--- config.mk ---
export PLATFORM = sky130hd
export DESIGN_NAME = mips_fetch_sequencer
export DESIGN_NICKNAME = d
export VERILOG_FILES = /design/src/rtl/mips_pkg.sv /design/src/rtl/mips_imem.sv /design/src/rtl/mips_fetch_sequencer.sv
export SDC_FILE = /design/constraint.sdc
export NUM_CORES = 2
export LEC_CHECK = 0
export ABC_AREA = 1
export CORE_ASPECT_RATIO = 2
export CORE_UTILIZATION = 35
export CTS_BUF_LIST = sky130_fd_sc_hd__clkbuf_8
export DETAILED_ROUTE_END_ITERATION = 8
export PLACE_DENSITY = 0.51
export RECOVER_POWER = 50
export SETUP_SLACK_MARGIN = 0.3
export SKIP_CTS_REPAIR_TIMING = 1
export SYNTH_ARGS = -nofsm -noshare
export SYNTH_HDL_FRONTEND = slang
export SYNTH_SLANG_ARGS = --single-unit
--- constraint.sdc ---
create_clock -name clock -period 3.2 [get_ports clock]
set_input_delay 0.64 -clock clock [delete_from_list [all_inputs] [get_ports clock]]
set_output_delay 0.64 -clock clock [all_outputs]
set_load 0.01 [all_outputs]
--- src/rtl/mips_pkg.sv ---
// Shared opcode constants, fetch-state encoding and instruction field helpers
// for the mips fetch/issue front end.
package mips_pkg;

    localparam logic [5:0] OP_RTYPE = 6'd0;
    localparam logic [5:0] OP_J     = 6'd2;
    localparam logic [5:0] OP_LW    = 6'd35;
    localparam logic [5:0] OP_SW    = 6'd43;
    localparam logic [5:0] OP_HALT  = 6'd63;

    typedef enum logic [2:0] {
        ST_IDLE,
        ST_FETCH,
        ST_ISSUE,
        ST_EXEC,
        ST_HALT
    } fetch_state_e;

    function automatic logic [5:0] opcode_of(input logic [31:0] word);
        return word[31:26];
    endfunction

    function automatic logic [25:0] jtarget_of(input logic [31:0] word);
        return word[25:0];
    endfunction

endpackage

--- src/rtl/mips_imem.sv ---
// Instruction memory: synchronous write port for program load, asynchronous
// read port for the fetch stage. Contents survive reset.
module mips_imem
    import mips_pkg::*;
#(
    parameter int DEPTH = 64,
    parameter int AW    = $clog2(DEPTH)
) (
    input  logic          clock,
    input  logic          we,
    input  logic [AW-1:0] waddr,
    input  logic [31:0]   wdata,
    input  logic [AW-1:0] raddr,
    output logic [31:0]   rdata
);

    logic [31:0] mem [DEPTH];

    always_ff @(posedge clock) begin
        if (we) begin
            mem[waddr] <= wdata;
        end
    end

    assign rdata = mem[raddr];

endmodule

--- src/rtl/mips_fetch_sequencer.sv ---
// Fetch/issue sequencer feeding the single-cycle mipscpu: owns PC and imem,
// presents one instruction per execute window, handles j and halt.
//
// state    | meaning
// ---------+--------------------------------------------------------------
// ST_IDLE  | after reset; imem loadable, waits for start
// ST_FETCH | read imem[pc_idx]; halt word diverts to ST_HALT
// ST_ISSUE | newinstr high for exactly this cycle
// ST_EXEC  | instrword held for EXEC_CYCLES; last cycle picks next pc_idx
// ST_HALT  | program ended; imem loadable, start re-runs from word 0
module mips_fetch_sequencer
    import mips_pkg::*;
#(
    parameter int          IMEM_DEPTH  = 64,
    parameter int          EXEC_CYCLES = 4,
    parameter logic [5:0]  HALT_OPCODE = OP_HALT,
    parameter int          AW          = $clog2(IMEM_DEPTH)
) (
    input  logic          clock,
    input  logic          reset,
    input  logic          prog_we,
    input  logic [AW-1:0] prog_addr,
    input  logic [31:0]   prog_data,
    input  logic          start,
    output logic [31:0]   instrword,
    output logic          newinstr,
    output logic [31:0]   pc,
    output logic          busy,
    output logic          halted,
    output logic [15:0]   instr_count
);

    localparam logic [15:0]   EXEC_LAST = 16'(EXEC_CYCLES - 1);
    localparam logic [AW-1:0] LAST_IDX  = AW'(IMEM_DEPTH - 1);

    fetch_state_e  state_q, state_d;
    logic [AW-1:0] pc_idx_q, pc_idx_d;
    logic [31:0]   instrword_q, instrword_d;
    logic          newinstr_q, newinstr_d;
    logic          busy_q, busy_d;
    logic          halted_q, halted_d;
    logic [15:0]   count_q, count_d;
    logic [15:0]   exec_q, exec_d;
    logic          imem_we;
    logic [31:0]   imem_rdata;

    mips_imem #(
        .DEPTH (IMEM_DEPTH),
        .AW    (AW)
    ) u_imem (
        .clock (clock),
        .we    (imem_we),
        .waddr (prog_addr),
        .wdata (prog_data),
        .raddr (pc_idx_q),
        .rdata (imem_rdata)
    );

    always_comb begin
        state_d     = state_q;
        pc_idx_d    = pc_idx_q;
        instrword_d = instrword_q;
        newinstr_d  = 1'b0;
        count_d     = count_q;
        exec_d      = exec_q;
        imem_we     = 1'b0;

        case (state_q)
            ST_IDLE, ST_HALT: begin
                // The write lands on the same edge as start, so FETCH sees it.
                imem_we = prog_we;
                if (start) begin
                    pc_idx_d = '0;
                    count_d  = '0;
                    state_d  = ST_FETCH;
                end
            end
            ST_FETCH: begin
                if (opcode_of(imem_rdata) == HALT_OPCODE) begin
                    state_d = ST_HALT;
                end else begin
                    instrword_d = imem_rdata;
                    newinstr_d  = 1'b1;
                    count_d     = count_q + 16'd1;
                    state_d     = ST_ISSUE;
                end
            end
            ST_ISSUE: begin
                exec_d  = EXEC_LAST;
                state_d = ST_EXEC;
            end
            ST_EXEC: begin
                if (exec_q == '0) begin
                    if (opcode_of(instrword_q) == OP_J) begin
                        pc_idx_d = instrword_q[AW-1:0];
                        state_d  = ST_FETCH;
                    end else if (pc_idx_q == LAST_IDX) begin
                        state_d = ST_HALT;
                    end else begin
                        pc_idx_d = pc_idx_q + 1'b1;
                        state_d  = ST_FETCH;
                    end
                end else begin
                    exec_d = exec_q - 16'd1;
                end
            end
            default: state_d = ST_IDLE;
        endcase

        busy_d   = (state_d == ST_FETCH) || (state_d == ST_ISSUE) || (state_d == ST_EXEC);
        halted_d = (state_d == ST_HALT);
    end

    always_ff @(posedge clock) begin
        if (reset) begin
            state_q     <= ST_IDLE;
            pc_idx_q    <= '0;
            instrword_q <= '0;
            newinstr_q  <= 1'b0;
            busy_q      <= 1'b0;
            halted_q    <= 1'b0;
            count_q     <= '0;
            exec_q      <= '0;
        end else begin
            state_q     <= state_d;
            pc_idx_q    <= pc_idx_d;
            instrword_q <= instrword_d;
            newinstr_q  <= newinstr_d;
            busy_q      <= busy_d;
            halted_q    <= halted_d;
            count_q     <= count_d;
            exec_q      <= exec_d;
        end
    end

    assign instrword   = instrword_q;
    assign newinstr    = newinstr_q;
    assign pc          = {{(30 - AW){1'b0}}, pc_idx_q, 2'b00};
    assign busy        = busy_q;
    assign halted      = halted_q;
    assign instr_count = count_q;

endmodule

### After elaboration in Yosys (flattened, before gate mapping)

Memories as Yosys holds them, arrays and structs flattened. A register that Yosys moved wholly into a read port is not among the register bits.
Cells that the tools add are included.

| cells by class | value |
|---|---|
| shift-type cells | 0 |
| divide/modulo/power cells | 0 |
| magnitude comparators | 0 |
| multiply operators | 0 |
| reductions and logical operators | 13 |
| equal/unequal tests | 16 |
| muxes and demuxes | 22 |
| bitwise gates (word level) | 2 |
| $add $sub $neg | 3 |

Operator list:

| kind | count |
|---|---|
| $pmux W16 S2 | 2 |
| $mux W16 | 3 |
| $mux W6 | 6 |
| $add A16 B1 Y16 const B | 1 |
| $logic_not A16 Y1 | 1 |
| $sub A16 B1 Y16 const B | 1 |
| $mux W3 | 5 |
| $eq A3 B2 Y1 const B | 4 |
| $eq A6 B6 Y1 const B | 2 |
| $pmux W3 S4 | 1 |
| $pmux W6 S2 | 1 |
| $ne A2 B2 Y1 const B | 4 |
| $add A6 B1 Y6 const B | 1 |
| $eq A3 B1 Y1 const B | 2 |
| $eq A3 B3 Y1 const B | 2 |
| $eq A6 B2 Y1 const B | 1 |
| $reduce_bool A2 Y1 | 3 |
| $mux W1 | 4 |
| $reduce_and A2 Y1 | 2 |
| $reduce_and A4 Y1 | 1 |
| $reduce_or A2 Y1 | 2 |
| $logic_not A3 Y1 | 1 |
| $ne A3 B3 Y1 const B | 1 |
| $reduce_and A3 Y1 | 1 |
| other kinds (2) | 4 |

| storage, ports and cells | value |
|---|---|
| latch bits | 0 |
| logic and storage cells | 65 |
| bits of input ports | 42 |
| memories kept | 1 |
| bits in writable memories | 2,048 |
| ROM bits | 0 |
| flip-flop bits (word level) | 76 |

Memories:

| memory | depth | width | rd ports | clocked after memory_dff | write ports | RTL line | source |
|---|---|---|---|---|---|---|---|
| u_imem.mem | 64 | 32 | 1 | 1 | 1 | mips_imem.sv:17 | `logic [31:0] mem [DEPTH];` |

### Logic depth before layout (Yosys ltp)

| depth | value |
|---|---|
| depth in word-level cells | 8 |
| mapped depth | 19 |
| gate-level depth less buffers | 17 |

### By module

Synthesis repeated with hierarchy kept, for this count alone.

| unflattened totals | value |
|---|---|
| cell total of the unflattened synthesis | 7,315 |
| area, all modules | 85,957.4 µm² |

By module, submodules not included:

| module | sequential area each (µm²) | area each (µm²) | cells an instance | instances |
|---|---|---|---|---|
| mips_imem | 61,499.0 | 82,097.5 | 6,737 | 1 |
| mips_fetch_sequencer | 1,521.5 | 3,860.0 | 578 | 1 |

### Worst setup path before layout

No wires, ideal clock.

| timing | value |
|---|---|
| path type | input to register |
| from | input prog_we |
| to | memory u_imem.mem[0][0], enable pin |
| arrival | 2.970 ns |
| setup slack | -0.192 ns |
| cell stages on the path | 3 |
| data required time | 2.779 ns |
| path buffers | 0 |
| path through | nor3b_1 nand4_1 nor2_1 |

| on the way | value |
|---|---|
| longest elaborated chain between the ends | 3 |

RTL lines:

| what | RTL line | source |
|---|---|---|
| start: declaration | mips_fetch_sequencer.sv:21 | `input logic prog_we,` |
| $mux W1 | mips_fetch_sequencer.sv:68 | `case (state_q)` |
| $mux W1 | mips_imem.sv:20 | `if (we) begin` |
| $mux W1 (not written as such) | mips_imem.sv:21 | `mem[waddr] <= wdata;` |
| end: declaration | mips_imem.sv:17 |  |

Every way passes these cells.

### Final worst setup path

| timing | value |
|---|---|
| from | register state_q[1] |
| to | memory u_imem.mem[63][15], enable pin |

| on the way | value |
|---|---|
| longest elaborated chain between the ends | 5 |
| elaborated cells on any way between the ends | 6 |
| those cells by class | eq/ne: 1; mux: 3; reduce/logical: 2 |

RTL lines:

| what | RTL line | source |
|---|---|---|
| start: declaration | mips_fetch_sequencer.sv:36 | `fetch_state_e state_q, state_d;` |
| start signal: assignment | mips_fetch_sequencer.sv:125 | `state_q <= state_d;` |
| $eq A3 B3 Y1 or $logic_not A3 Y1 (tied branches) | mips_fetch_sequencer.sv:68 |  |
| $reduce_or A2 Y1 (*) | mips_fetch_sequencer.sv:68 |  |
| $mux W1 (*) | mips_fetch_sequencer.sv:68 |  |
| $mux W1 (*) | mips_imem.sv:20 |  |
| $mux W1 (not written as such) (*) | mips_imem.sv:21 |  |

Mark *: on every way between the ends. The rest lies on a longest branch, timed or not.

==> results.json <==
{
  "synth_edf_count": 2048,
  "grt_remaining_overflow": 0,
  "synthSimpleGateAreaFrac": 0.120,
  "top_layer_used": "met5",
  "finalMaxSlewViolations": 1302,
  "tightestPinTransition_ps": 3080,
  "fin_area_um2": 99400,
  "drtIter0Drc": 5501,
  "finalHoldWorstSlack_ps": 67.9,
  "fin_crit_ps": 2930,
  "syn_inst": 6732,
  "finClkSkew_ps": 53.1,
  "synth.cell_area_um2": 84500,
  "numCtsBuffers": 302,
  "grt_usage": 0.220,
  "clk-insertion-delay-late_ps": 960,
  "floorplan.initialDensity": 0.353,
  "yosys.cell_types.count": 39,
  "rows": 254,
  "async_flop_share": 0,
  "hold_class": "input port to flop",
  "ys_ff_latch": 2130,
  "wirelength_mm": 285,
  "htree_levels": 5,
  "firstDrtPassIters": 6,
  "endpoint_kind": "flop",
  "status": "finished, violations left",
  "m1WireLength_mm": 107,
  "globalplace.congestion": 0.829,
  "finalHoldViolCount": 0,
  "wl_met3_mm": 15.4,
  "fp.dieH_um": 697,
  "dr_wl_met2_mm": 150,
  "drc": 0,
  "ys_warn_count": 0,
  "reg2reg_slack_ps": 270,
  "violations": "max-capacitance violations, max-slew violations",
  "final-instance-count-excl-fill": 10547,
  "slew_headroom": -1.05,
  "worst-path-max-fanout": 14,
  "coreArea_um2": 240000,
  "place_ws_ps": -140,
  "post_dp_cell_area_um2": 92700,
  "clock_path_buffers": 4,
  "p_total_mw": 56.1,
  "ir_worst_vdd_mv": 0.328,
  "max_freq_mhz": 342,
  "rsz0062_at_grt": "true",
  "timing.final.ws_setup_ps": 273,
  "grt_max_degree": 94,
  "syn_area_per_cell_um2": 12.5,
  "drv_cap": 27,
  "final_util": 0.415,
  "synthMuxAreaShare": 0,
  "critical_path.startpoint_type": "flop",
  "p_leak_nw": 33.1,
  "critPathRequiredTime_ps": 3770,
  "fin_tns_setup_ps": 0,
  "via_count": 57773,
  "clkSlewWorstSetupHoldPaths_ps": 90,
  "grt_pass1_wl_mm": 392,
  "synth-main-ff-cell": "edfxtp_1",
  "antenna_found_initial": 14,
  "place_inst": 9960,
  "finalSetupViolCount": 0,
  "wl_per_cell_um": 27.0,
  "crit_type": "flop to flop",
  "ant_nets": 0,
  "worstPathArrival_ps": 3490,
  "power_density_nw_per_um2": 564,
  "viasPerCell": 5.48,
  "cts_tree": "built",
  "dp_hpwl_mm": 165,
  "post_synth_fa_ha_maj_area_fraction": 0.000444,
  "die_area_um2": 243000,
  "cts_root_buffer": "clkbuf_8",
  "fin_crit_sh": 0.915,
  "synth-compound-area-share": 0.0999,
  "synth_top_family_by_area": "simple AND/OR/NAND/NOR gates",
  "area_growth_syn_to_layout_pct": 17.7,
  "ys_seq_area_frac": 0.747,
  "fin_nets": 7162,
  "num_io_pins": 125,
  "drive_gt1_frac": 0.124,
  "port_buffers": 98,
  "grt_pass1_vias": 56325,
  "synth-xor-area-share": 0.00156,
  "cts_sinks": 2130,
  "die_w_um": 349
}
==> synthesized netlist by cell type (2+ instances only) <==
cell type | number | share of area
a21oi_1 | 59 | 0.0035
o211ai_1 | 4 | 0.00036
o22ai_1 | 449 | 0.033
xor2_1 | 13 | 0.0013
edfxtp_1 | 2048 | 0.73
nand2_1 | 808 | 0.036
nor4_1 | 5 | 0.00037
nor3b_1 | 2 | 0.00018
o21a_1 | 4 | 0.00036
buf_2 | 135 | 0.0080
a31oi_1 | 3 | 0.00022
nand2_2 | 9 | 0.00067
o21ai_0 | 955 | 0.057
nand4_1 | 10 | 0.00074
inv_4 | 2 | 0.00015
clkbuf_1 | 232 | 0.010
xnor2_1 | 2 | 0.00021
o21ai_1 | 77 | 0.0046
and3_1 | 2 | 0.00015
nand3_1 | 524 | 0.031
dfxtp_1 | 82 | 0.019
buf_4 | 58 | 0.0052
buf_1 | 34 | 0.0015
nor2_1 | 1101 | 0.049
inv_1 | 44 | 0.0020
nor3_1 | 23 | 0.0014
buf_6 | 27 | 0.0036
ha_1 | 3 | 0.00044
a21oi_2 | 7 | 0.00073
==> power by group <==
group / switching (mW) / leakage [nW] / internal [mW]
logic: 2.85 / 10.9 / 1.36
clock network: 10.5 / 3.14 / 10.1
registers: 0.315 / 19.1 / 30.9
==> layout make-up <==
class,instances,area (um2)
diodes,3,7.51
clock buffers,316,4350
clock inverters,215,1220
fillers,22380,140000
inverters,48,253
multi-input cells,4091,19400
flip-flops and latches,2130,63200
well taps,3200,4000
repair buffers,540,6970
repair inverters,4,60.1
==> cell families after synthesis <==
kind of cell             Yosys count
flip-flops                      2130
XOR/XNOR                          15
other                              1
AO/OA/AOI/OAI                   1561
buffers and inverters            536
adder cells (fa/ha/maj)            3
AND/OR/NAND/NOR                 2486
==> flip-flops by register name, summed over array words and instances (netlist names), named ones only <==
register and count:
instrword 32, u_imem.mem 2048, busy 1, pc_idx_q 6, exec_q 16, halted 1, state_q 3, newinstr 1
instr_count 16
==> critical path, stage by stage (launching register included) <==
cell and delay (ps):
dfxtp_1 360, nor3b_1 210, clkbuf_1 480, nand4_1 150, clkbuf_2 360, nor2_1 350
clkbuf_2 580
==> layer usage <==
layer	track usage	up-vias
met1	0.257	29564
met4	0.0901	6
met3	0.0266	563
met2	0.406	2237
li1	-	25403
met5	0	-
==> layout by cell type (no fill, tap or decap), types with 39 or more instances in the layout <==
| cell | n |
|---|---|
| a21oi_1 | 54 |
| buf_12 | 160 |
| buf_4 | 158 |
| clkbuf_1 | 66 |
| clkbuf_8 | 316 |
| clkdlybuf4s50_1 | 65 |
| clkinv_1 | 69 |
| clkinv_2 | 39 |
| dfxtp_1 | 76 |
| edfxtp_1 | 2048 |
| inv_1 | 123 |
| nand2_1 | 805 |
| nand3_1 | 505 |
| nor2_1 | 1046 |
| nor2_4 | 54 |
| o21ai_0 | 948 |
| o21ai_1 | 80 |
| o22ai_1 | 447 |
==> final timing paths <==
check / end / startpoint / cells after the start
hold reg to reg: exec_q[12] / exec_q[12] / 1
hold / removal: instr_count[0] / reset / 4
setup / recovery: u_imem.mem[63][15] / state_q[1] / 6
setup reg to reg: u_imem.mem[63][15] / state_q[1] / 6
Power figures use the tool's default switching activity.
